===== src/rtl/crypto_pkg.sv =====
// rtl/crypto_pkg.sv - shared constants, key schedule and round functions for the 16-bit Feistel cipher
package crypto_pkg;

  localparam logic [15:0] KEY_DEFAULT = 16'hABCD;
  localparam int          ROUNDS      = 8;

  // One 16-bit subkey per round, index 0 is the first encryption round.
  typedef logic [ROUNDS-1:0][15:0] round_keys_t;

  typedef enum logic [1:0] {
    ST_IDLE = 2'd0,
    ST_RUN  = 2'd1,
    ST_DONE = 2'd2
  } dec_state_t;

  // Xorshift-style expansion of the cipher key; purely constant for a given key.
  function automatic round_keys_t key_schedule(input logic [15:0] key);
    logic [15:0] seed;
    round_keys_t keys;
    seed = key;
    keys = '0;
    for (int i = 0; i < ROUNDS; i++) begin
      seed = seed ^ (seed << 7);
      seed = seed ^ (seed >> 9);
      seed = seed ^ (seed << 8);
      keys[i] = seed;
    end
    return keys;
  endfunction

  // Round function: mix the half-block with the low key byte, offset by the high key byte.
  function automatic logic [7:0] round_f(input logic [7:0] x, input logic [15:0] k);
    logic [7:0] mixed;
    mixed = x ^ k[7:0];
    return mixed + k[15:8];
  endfunction

  // Forward round used by the encryption path: {L,R} -> {R, L ^ F(R,k)}.
  function automatic logic [15:0] fwd_round(input logic [15:0] blk, input logic [15:0] k);
    return {blk[7:0], blk[15:8] ^ round_f(blk[7:0], k)};
  endfunction

  // Inverse round: {L',R'} -> {R' ^ F(L',k), L'}; undoes fwd_round with the same key.
  function automatic logic [15:0] inv_round(input logic [15:0] blk, input logic [15:0] k);
    return {blk[7:0] ^ round_f(blk[15:8], k), blk[15:8]};
  endfunction

endpackage


===== src/rtl/feistel_inv_round.sv =====
// rtl/feistel_inv_round.sv - combinational single inverse Feistel round
module feistel_inv_round
  import crypto_pkg::*;
(
  input  logic [15:0] blk_cur,
  input  logic [15:0] round_key,
  output logic [15:0] blk_next
);

  // The left half of the incoming block is the right half of the previous round's input.
  assign blk_next = inv_round(blk_cur, round_key);

endmodule


===== src/rtl/crypto_decrypt_iter.sv =====
// rtl/crypto_decrypt_iter.sv - iterative one-round-per-cycle Feistel decryptor with valid/ready ports
module crypto_decrypt_iter
  import crypto_pkg::*;
#(
  parameter logic [15:0] KEY    = KEY_DEFAULT,
  parameter int          ROUNDS = 8
) (
  input  logic        clk,
  input  logic        rst,
  input  logic        in_valid,
  output logic        in_ready,
  input  logic [15:0] in_data,
  output logic        out_valid,
  input  logic        out_ready,
  output logic [15:0] out_data,
  output logic        busy
);

  // Subkeys are fixed at elaboration; decryption walks them from last to first.
  localparam round_keys_t RKEYS     = key_schedule(KEY);
  localparam logic [2:0]  RND_FIRST = 3'(ROUNDS - 1);

  dec_state_t  state;
  logic [15:0] state_reg;
  logic [2:0]  rnd;
  logic [15:0] round_out;

  feistel_inv_round u_round (
    .blk_cur   (state_reg),
    .round_key (RKEYS[rnd]),
    .blk_next  (round_out)
  );

  // FSM, round counter, data register and registered handshake outputs.
  always_ff @(posedge clk or posedge rst) begin
    if (rst) begin
      state     <= ST_IDLE;
      state_reg <= '0;
      rnd       <= '0;
      in_ready  <= 1'b1;
      out_valid <= 1'b0;
      out_data  <= '0;
      busy      <= 1'b0;
    end else begin
      case (state)
        ST_IDLE: begin
          if (in_valid) begin
            state_reg <= in_data;
            rnd       <= RND_FIRST;
            state     <= ST_RUN;
            in_ready  <= 1'b0;
            busy      <= 1'b1;
          end
        end
        ST_RUN: begin
          state_reg <= round_out;
          rnd       <= rnd - 3'd1;
          // Leaving on rnd==0 keeps the counter from ever wrapping.
          if (rnd == 3'd0) begin
            state     <= ST_DONE;
            out_valid <= 1'b1;
            out_data  <= round_out;
          end
        end
        ST_DONE: begin
          // in_ready rises after this edge, so a new word cannot be taken on the handshake edge.
          if (out_ready) begin
            state     <= ST_IDLE;
            out_valid <= 1'b0;
            out_data  <= '0;
            in_ready  <= 1'b1;
            busy      <= 1'b0;
          end
        end
        default: begin
          state     <= ST_IDLE;
          out_valid <= 1'b0;
          out_data  <= '0;
          in_ready  <= 1'b1;
          busy      <= 1'b0;
        end
      endcase
    end
  end

endmodule


===== config.mk =====
export PLATFORM = sky130hd
export DESIGN_NAME = crypto_decrypt_iter
export DESIGN_NICKNAME = d
export VERILOG_FILES = /design/src/rtl/crypto_pkg.sv /design/src/rtl/feistel_inv_round.sv /design/src/rtl/crypto_decrypt_iter.sv
export SDC_FILE = /design/constraint.sdc
export NUM_CORES = 1
export LEC_CHECK = 0
export CORE_ASPECT_RATIO = 1.25
export CORE_UTILIZATION = 45
export CTS_BUF_LIST = sky130_fd_sc_hd__clkbuf_8
export CTS_CLUSTER_DIAMETER = 120
export DETAILED_ROUTE_END_ITERATION = 16
export PLACE_DENSITY_LB_ADDON = 0.08
export SLEW_MARGIN = 5
export SYNTH_ARGS = -nofsm -noshare
export SYNTH_HDL_FRONTEND = slang
export SYNTH_SLANG_ARGS = --single-unit

===== constraint.sdc =====
create_clock -name clk -period 6.46 [get_ports clk]
set_input_delay 0.969 -clock clk [delete_from_list [all_inputs] [get_ports clk]]
set_output_delay 0.969 -clock clk [all_outputs]
set_load 0.01 [all_outputs]

==> results of run 1 <==
-- layout by cell type (no fill, tap or decap) --
master / count
sky130_fd_sc_hd__nand2_1: 45
sky130_fd_sc_hd__dfrtp_1: 39
sky130_fd_sc_hd__clkdlybuf4s50_1: 38
sky130_fd_sc_hd__o21ai_0: 29
sky130_fd_sc_hd__a21oi_1: 20
sky130_fd_sc_hd__xnor2_1: 17
sky130_fd_sc_hd__ha_1: 17
sky130_fd_sc_hd__nor2_1: 11
sky130_fd_sc_hd__inv_1: 9
sky130_fd_sc_hd__clkbuf_8: 7
sky130_fd_sc_hd__and3b_1: 5
sky130_fd_sc_hd__nor2b_1: 5
sky130_fd_sc_hd__xor2_1: 5
sky130_fd_sc_hd__mux2i_1: 5
sky130_fd_sc_hd__mux2_2: 5
sky130_fd_sc_hd__a21o_1: 4
sky130_fd_sc_hd__nand3_1: 3
sky130_fd_sc_hd__and3_1: 3
sky130_fd_sc_hd__o211ai_1: 3
sky130_fd_sc_hd__a22oi_1: 2
sky130_fd_sc_hd__nor3_1: 2
sky130_fd_sc_hd__buf_4: 2
sky130_fd_sc_hd__or2_2: 1
sky130_fd_sc_hd__nand2b_1: 1
sky130_fd_sc_hd__and2_1: 1
sky130_fd_sc_hd__a31oi_1: 1
sky130_fd_sc_hd__o21ai_1: 1
sky130_fd_sc_hd__o21ai_2: 1
sky130_fd_sc_hd__o31ai_1: 1
sky130_fd_sc_hd__o22ai_1: 1
sky130_fd_sc_hd__o22a_1: 1
sky130_fd_sc_hd__and4_1: 1
sky130_fd_sc_hd__a31o_2: 1
sky130_fd_sc_hd__a21oi_2: 1
sky130_fd_sc_hd__o31ai_2: 1
sky130_fd_sc_hd__fa_1: 1
sky130_fd_sc_hd__dfstp_2: 1
-- per-stage QoR --
stage / std cells / setup slack, ps / cell area (sq um) / hold slack [ps] / util, %
2_1_floorplan: 257 / 3830 / 2370 / 469 / -
3_3_place_gp: 345 / 3750 / 2780 / 451 / 54.7
3_5_place_dp: 345 / 3620 / 2780 / 461 / 54.7
4_1_cts: 353 / 3610 / 2880 / 478 / 56.7
5_1_grt: 353 / 3360 / 2880 / 495 / 56.7
6_report: 353 / 3630 / 2880 / 472 / 56.7
-- metal layers --
layer  vias to the layer above  part of all wire (%)  GRT usage, %  wire (um)
met5                         -                     0             0          0
met4                         0                   2.2          8.70        121
li1                        948                     -             -          -
met2                        33                    52          37.6       2860
met1                       911                    43          27.4       2390
met3                         8                   2.4          4.12        131
-- synthesized netlist by cell type --
| cell type | number | area share (%) |
|---|---|---|
| sky130_fd_sc_hd__mux2i_1 | 5 | 2.1 |
| sky130_fd_sc_hd__nand2_1 | 45 | 7.1 |
| sky130_fd_sc_hd__and3b_1 | 5 | 1.8 |
| sky130_fd_sc_hd__nor2b_1 | 5 | 1.3 |
| sky130_fd_sc_hd__nand3_1 | 3 | 0.63 |
| sky130_fd_sc_hd__nor2_1 | 11 | 1.7 |
| sky130_fd_sc_hd__xnor2_1 | 17 | 6.3 |
| sky130_fd_sc_hd__a21oi_2 | 1 | 0.37 |
| sky130_fd_sc_hd__o211ai_1 | 3 | 0.95 |
| sky130_fd_sc_hd__and3_1 | 3 | 0.79 |
| sky130_fd_sc_hd__a31oi_1 | 1 | 0.26 |
| sky130_fd_sc_hd__fa_1 | 1 | 0.85 |
| sky130_fd_sc_hd__xor2_1 | 5 | 1.8 |
| sky130_fd_sc_hd__o22a_1 | 1 | 0.37 |
| sky130_fd_sc_hd__or2_2 | 1 | 0.26 |
| sky130_fd_sc_hd__o21ai_2 | 1 | 0.37 |
| sky130_fd_sc_hd__a22oi_1 | 2 | 0.63 |
| sky130_fd_sc_hd__o31ai_1 | 1 | 0.32 |
| sky130_fd_sc_hd__mux2_2 | 5 | 2.4 |
| sky130_fd_sc_hd__dfrtp_1 | 39 | 41 |
| sky130_fd_sc_hd__inv_1 | 8 | 1.3 |
| sky130_fd_sc_hd__a31o_2 | 1 | 0.37 |
| sky130_fd_sc_hd__and4_1 | 1 | 0.37 |
| sky130_fd_sc_hd__nor3_1 | 2 | 0.42 |
| sky130_fd_sc_hd__clkbuf_1 | 7 | 1.1 |
| sky130_fd_sc_hd__ha_1 | 17 | 9.0 |
| sky130_fd_sc_hd__o22ai_1 | 1 | 0.26 |
| sky130_fd_sc_hd__a21oi_1 | 20 | 4.2 |
| sky130_fd_sc_hd__nand2b_1 | 1 | 0.26 |
| sky130_fd_sc_hd__o21ai_1 | 1 | 0.21 |
| sky130_fd_sc_hd__and2_1 | 1 | 0.26 |
| sky130_fd_sc_hd__a21o_1 | 4 | 1.3 |
| sky130_fd_sc_hd__o31ai_2 | 1 | 0.53 |
| sky130_fd_sc_hd__buf_2 | 7 | 1.5 |
| sky130_fd_sc_hd__o21ai_0 | 29 | 6.1 |
| sky130_fd_sc_hd__dfstp_2 | 1 | 1.1 |
-- cell families after synthesis --
group                    share of synthesized area (%)
flip-flops                                        42.3
AO/OA/AOI/OAI                                     16.3
buffers and inverters                             3.86
adder cells (fa/ha/maj)                           9.83
XOR/XNOR                                          8.14
multiplexers                                      4.49
AND/OR/NAND/NOR                                   15.1
-- layout make-up --
type	count	area (sq um)	share of cell area (%)
clock buffer	7	96.3	3.35
clock inverter	1	3.75	0.130
inverter	8	30.0	1.04
multi-input combinational	195	1270	44.2
sequential	40	1000	34.8
tap	62	77.6	2.69
timing repair buffer	40	395	13.7
-- how the worst min path moves through the flow --
stage                 startpoint           end  slack (ps)  cells past startpoint
floorplan           state_reg[4]  state_reg[4]         470                      2
global placement    out_data[12]  out_data[12]         450                      2
detailed placement  out_data[12]  out_data[12]         460                      2
CTS                 out_data[12]  out_data[12]         480                      2
global route        out_data[12]  out_data[12]         500                      2
finish              out_data[12]  out_data[12]         470                      2
-- worst min-delay path, stage by stage, from the launching register on --
cell and delay (ps):
sky130_fd_sc_hd__dfrtp_1 340, sky130_fd_sc_hd__nand2_1 50, sky130_fd_sc_hd__nand2_1 50
==> summary by stage, run 1 <==
Status
The run finished with clean final reports.

Worst setup path
Counting buffers and inverters, the worst setup path is 10 cells deep. The delay contributed by the slowest stage of the critical path is 480 ps. Along the worst path, the maximum fanout reaches 8. The flop-to-flop setup slack is between 3000 and 4000 ps.

The depth of the worst register-to-register path is 10. The required time of the critical path is 6660 ps. For the worst setup path, the data arrival time is a little over 3000 ps. The critical path is of the register to register type. The element type at the critical path start is a register. The launch point of the critical path is rnd[0]. The endpoint identified for the worst register-to-register timing path is state_reg[12]. The critical path goes through inv_1, ha_1, xnor2_1, ha_1, fa_1, a21o_1, a21oi_1, xnor2_1, nor2_1, o21ai_0. The capture point of the worst path is state_reg[12].

The element type at the critical path end is a register. On the critical path, the stage with the largest delay is an instance of sky130_fd_sc_hd__dfrtp_1. Counting both buffers and inverters, the worst setup path holds a total of 1. On the critical path the largest part of the delay comes from adder cells. The origin of the critical flop-to-flop path is rnd[0].

Floorplan
The die is 83.1 um tall. The initial core utilization is 46.6%. The floorplan step defined a die boundary enclosing between 5000 and 6000 sq um. In this run the count of I/O pins placed on the die edge is 39. The core region is just over 5000 sq um. The floorplan step set the die width to about 67 um. After floorplanning, the core was divided into 29 placement rows.

Worst hold path
The worst hold-check path type is register to register.

Job
Across the run, the number of max-cap violations was 0.

GRT
The global-route usage over all layers is 22.3%. The global route total overflow is 0. The largest net degree at the start of global routing is 41. The via count of the first global-routing pass is between 1500 and 2000.

The first global-routing pass estimated 9.12 mm of wire. The initial antenna violation count is 0.

Route
The via count is 1900. Wires add up to 5.50 mm. The number of violations reported at the end of detailed-routing iteration 0 is 102. The number of routed nets with antenna violations is 0. The total DRC errors in the routed layout is 0. The number of detailed-routing iterations run before antenna repair is 4. In the routed layout, each cell is associated on average with a via count of approximately 5.4. The average detailed-routed wire length per instance is 15.6 um.

Timing
Setup repair after global routing left no endpoint under its margin. The setup TNS is 0 ps. Setup violations remaining at the end of the flow were counted as 0. Static timing analysis puts the maximum clock frequency at about 350 MHz. The number of endpoints with negative hold slack in the final report is 0. The post-route minimum period is 2830 ps.

The relative max-transition margin is 29.6%. The clock arrives with 5.25 ps of skew. Dividing the final minimum period by the clock period gives 43.8%. The final number of max-transition violations is 0. The slew of the pin with the lowest slew margin is around 1100 ps.

Clock tree
The deepest clock path buffer count is 2. Once the clock tree was built, the setup fixing pass inserted 0 buffers. The H-tree was split into 2 levels.

Post-CTS repair changed the size of 0 cells. The cell sitting at the root of the clock tree is a sky130_fd_sc_hd__clkbuf_8. The number of buffers inserted during clock tree synthesis is 5. The clock latency of the later-clocked register in the worst-skew pair is ~300 ps. The CTS sink count is 40. The clock input transition at the sequential cells of the worst setup and hold paths is 80 ps. TritonCTS built the clock tree.

For this design, the CTS-stage hold fixing added 0 buffers.

Synthesis
Each instance of the synthesized netlist takes up on average ~9.2 sq um. The share of the yosys chip area belonging to registers is a little over two fifths. The synthesized netlist occupies a cell area of 2370 sq um. The post-synthesis net count is 295. The gate count of the mapped netlist is 257. The number of warnings issued by yosys is 0. The number of distinct library cells after synthesis is 36. The register bit total from synthesis is 40.

Final layout
The final-stage net count is between 300 and 400. The register with the most flip-flops in the layout has 18 of them. The number of inserted filler cells in the final layout is 475.

The number of antenna repair diodes is 0. The post-route netlist has 6.87% of its cells at a drive strength greater than 1. From synthesis to final layout, the design area changed by 21.6%.

Placement
The HPWL after detailed placement is 4.02 mm. The final estimated routing congestion in global placement is 0.871. The number of buffers inserted by port buffering is 38.
Power of run 1 is left out: the tool's default activity adds up to more than one toggle a clock period on the data nets, which glitch-free logic cannot reach.
==> run 2, diff against run 1 <==
clock period = 2.5 ns   (was 6.46 ns; I/O delays follow)
==> run 2 against run 1 <==
Compared with the run above:
- final cell count is 5.1% higher
- non-clock buffer count is 18 higher
- register-to-register slack worse by 3500 ps
- flip-flop and latch count unchanged
- critical endpoint is now out_data[14]
==> summary by stage, run 2 (same netlist as run 1, synthesis figures left out) <==
Worst setup path
STA puts the critical path data required time at 2690 ps. Walking the worst path, the cells encountered are inv_2, ha_2, mux2_2, ha_4, fa_2, a21o_1, a21oi_2, o21ai_1, xnor2_1, o31ai_1. The critical path in this run is classified as register to register. STA classifies the critical path endpoint as a register. The data arrival at the endpoint of the critical path is 2600 ps. The element type at the critical path start is a register. The cell count along the critical path is 10. The depth of the worst register-to-register path is 10.

In this design, the stage delay of the slowest critical-path cell is between 400 and 500 ps. The flop-to-flop setup slack is a little under 90 ps. Among all stages on the critical path, the largest delay is contributed by sky130_fd_sc_hd__dfrtp_1.

The cell type group with the largest total delay on the critical path is adder cells. The maximum fanout count along the critical path is 3. The combined buffer and inverter count along the critical path is 1.

Clock tree
Clock tree synthesis found a total of 40 sinks. The CTS root buffer is sky130_fd_sc_hd__clkbuf_8. TritonCTS built the clock tree.

CTS built an H-tree with a depth of 2. Clock tree synthesis inserted a total of 5 buffers. After clock tree synthesis, the clock-pin slew on the worst setup and hold paths is 80 ps. The clock reaches the later pin of the worst-skew pair after 290 ps. In this run, post-CTS hold repair placed 0 buffers. The clock passes through at most 2 buffers.

GRT
The largest net degree at the start of global routing is 41. After global routing the overflow that remains totals 0. The initial antenna violation count is 0. The global-route usage over all layers is 22.8%. The via count of the first global-routing pass was 1995.

The global-route wire length before repair is ~9.5 mm.

Final layout
The final-stage net count is 346. In the final layout, the multi-input gates occupy 1360 sq um. The number of flip-flops in the largest register is 18. The number of antenna repair diodes is 0. Counting the fill cells in the layout gives 432. The post-route netlist has 16.8% of its cells at a drive strength greater than 1. After the flow finishes, the layout carries non-filler instances totaling 371. The most common cell after layout, fill and taps aside is sky130_fd_sc_hd__nand2_1. In the layout the commonest cells are sky130_fd_sc_hd__nand2_1, sky130_fd_sc_hd__dfrtp_1, sky130_fd_sc_hd__clkdlybuf4s50_1.

Once layout is complete, the utilization of the core stands at 60.6%. The area taken by flip-flops and latches is around 1000 sq um. The growth of design area from synthesis to finish is 30.1%.

Timing
Based on the critical path, the design can be clocked at up to 414 MHz. The number of endpoints with negative hold slack in the final report is 0. The post-route minimum period is 2410 ps. The final worst clock skew is 9.34 ps. Of the available clock period, the critical path in the final layout requires 96.5%. At the pin with the least slew margin, the transition time is ~580 ps. Setup violations remaining at the end of the flow were counted as 0. The setup TNS is 0 ps. The relative max-transition margin is between 60% and 70%. The final number of max-transition violations is 0. Hold timing on the final database bottoms out at a slack of 475 ps.

Floorplan
Once the floorplan was initialized, standard cells occupied 46.6% of the core. In this run the vertical extent of the chip is slightly above 80 um. The region available for standard cell placement spans 5080 sq um. The area of the die is 5560 sq um. The number of cell rows is 29. In this run the count of I/O pins placed on the die edge is 39. The width of the die is 66.9 um.

Route
The average detailed-routed wire length per instance is between 15 and 20 um. The first detailed-routing pass took 4 iterations. The number of routed nets with antenna violations is 0.

The number of violations reported at the end of detailed-routing iteration 0 is between 70 and 80. Dividing the detail-routed via count by the number of cells gives around 5.3. The total DRC errors in the routed layout is 0. The routed design has between 5 and 6 mm of wire. The routed layout has 1950 vias.

Placement
The wire-length estimate of the detail-placed layout is between 4 and 5 mm. The final estimated routing congestion in global placement is 0.919. The cell total after placement is 361.

The number of buffers inserted by port buffering is 38.

Status
The flow ran to the end, and the final reports show no timing, DRC or antenna violations.

Worst hold path
The worst hold-check path type is register to register. Along the worst hold path, the cell count comes to 2.

Job
The number of violations of the max-capacitance limit is 0.
==> run 2: worst min-delay path: stages, from the launching register on <==
cell and delay [ps]:
sky130_fd_sc_hd__dfrtp_1 350, sky130_fd_sc_hd__nand2_1 50, sky130_fd_sc_hd__nand2_1 40
==> run 2: cell type report <==
| cell class | instances | share of cell area [%] |
|---|---|---|
| Timing Repair Buffer | 58 | 17.2 |
| Clock inverter | 3 | 0.366 |
| Inverter | 8 | 1.06 |
| Clock buffer | 5 | 2.23 |
| Tap cell | 62 | 2.52 |
| Multi-Input combinational cell | 195 | 44.0 |
| Sequential cell | 40 | 32.6 |
==> run 2: routing by layer <==
layer	routed length, um	GRT usage, %	vias up
li1	-	-	971
met1	2480	29.2	932
met2	3020	38.3	35
met3	120	3.30	12
met4	113	8.12	0
met5	0	0	-
==> run 2: worst paths after layout <==
path,startpoint,to
max in group asynchronous,rst,in_ready
worst min register to register,out_data[11],out_data[11]
worst min-delay path,out_data[11],out_data[11]
min in group asynchronous,rst,out_data[8]
worst max-delay path,rnd[1],out_data[14]
worst max register to register,rnd[1],out_data[14]
==> run 2: what timing repair did <==
action / in CTS / in global routing
resized for setup: 0 / 18
setup buffers: 0 / 2
pin swaps: 1 / 5
endpoints found under the hold margin: 0 / 0
setup endpoints to repair: 1 / 7
==> run 2: per-stage QoR <==
step	cell area (sq um)	setup slack, ps
6_report	3080	87.4
5_1_grt	3080	-25.0
4_1_cts	2980	3.78
3_5_place_dp	2900	-8.68
3_3_place_gp	2900	60.1
2_1_floorplan	2370	9.72
Power of run 2 is left out for the same reason.
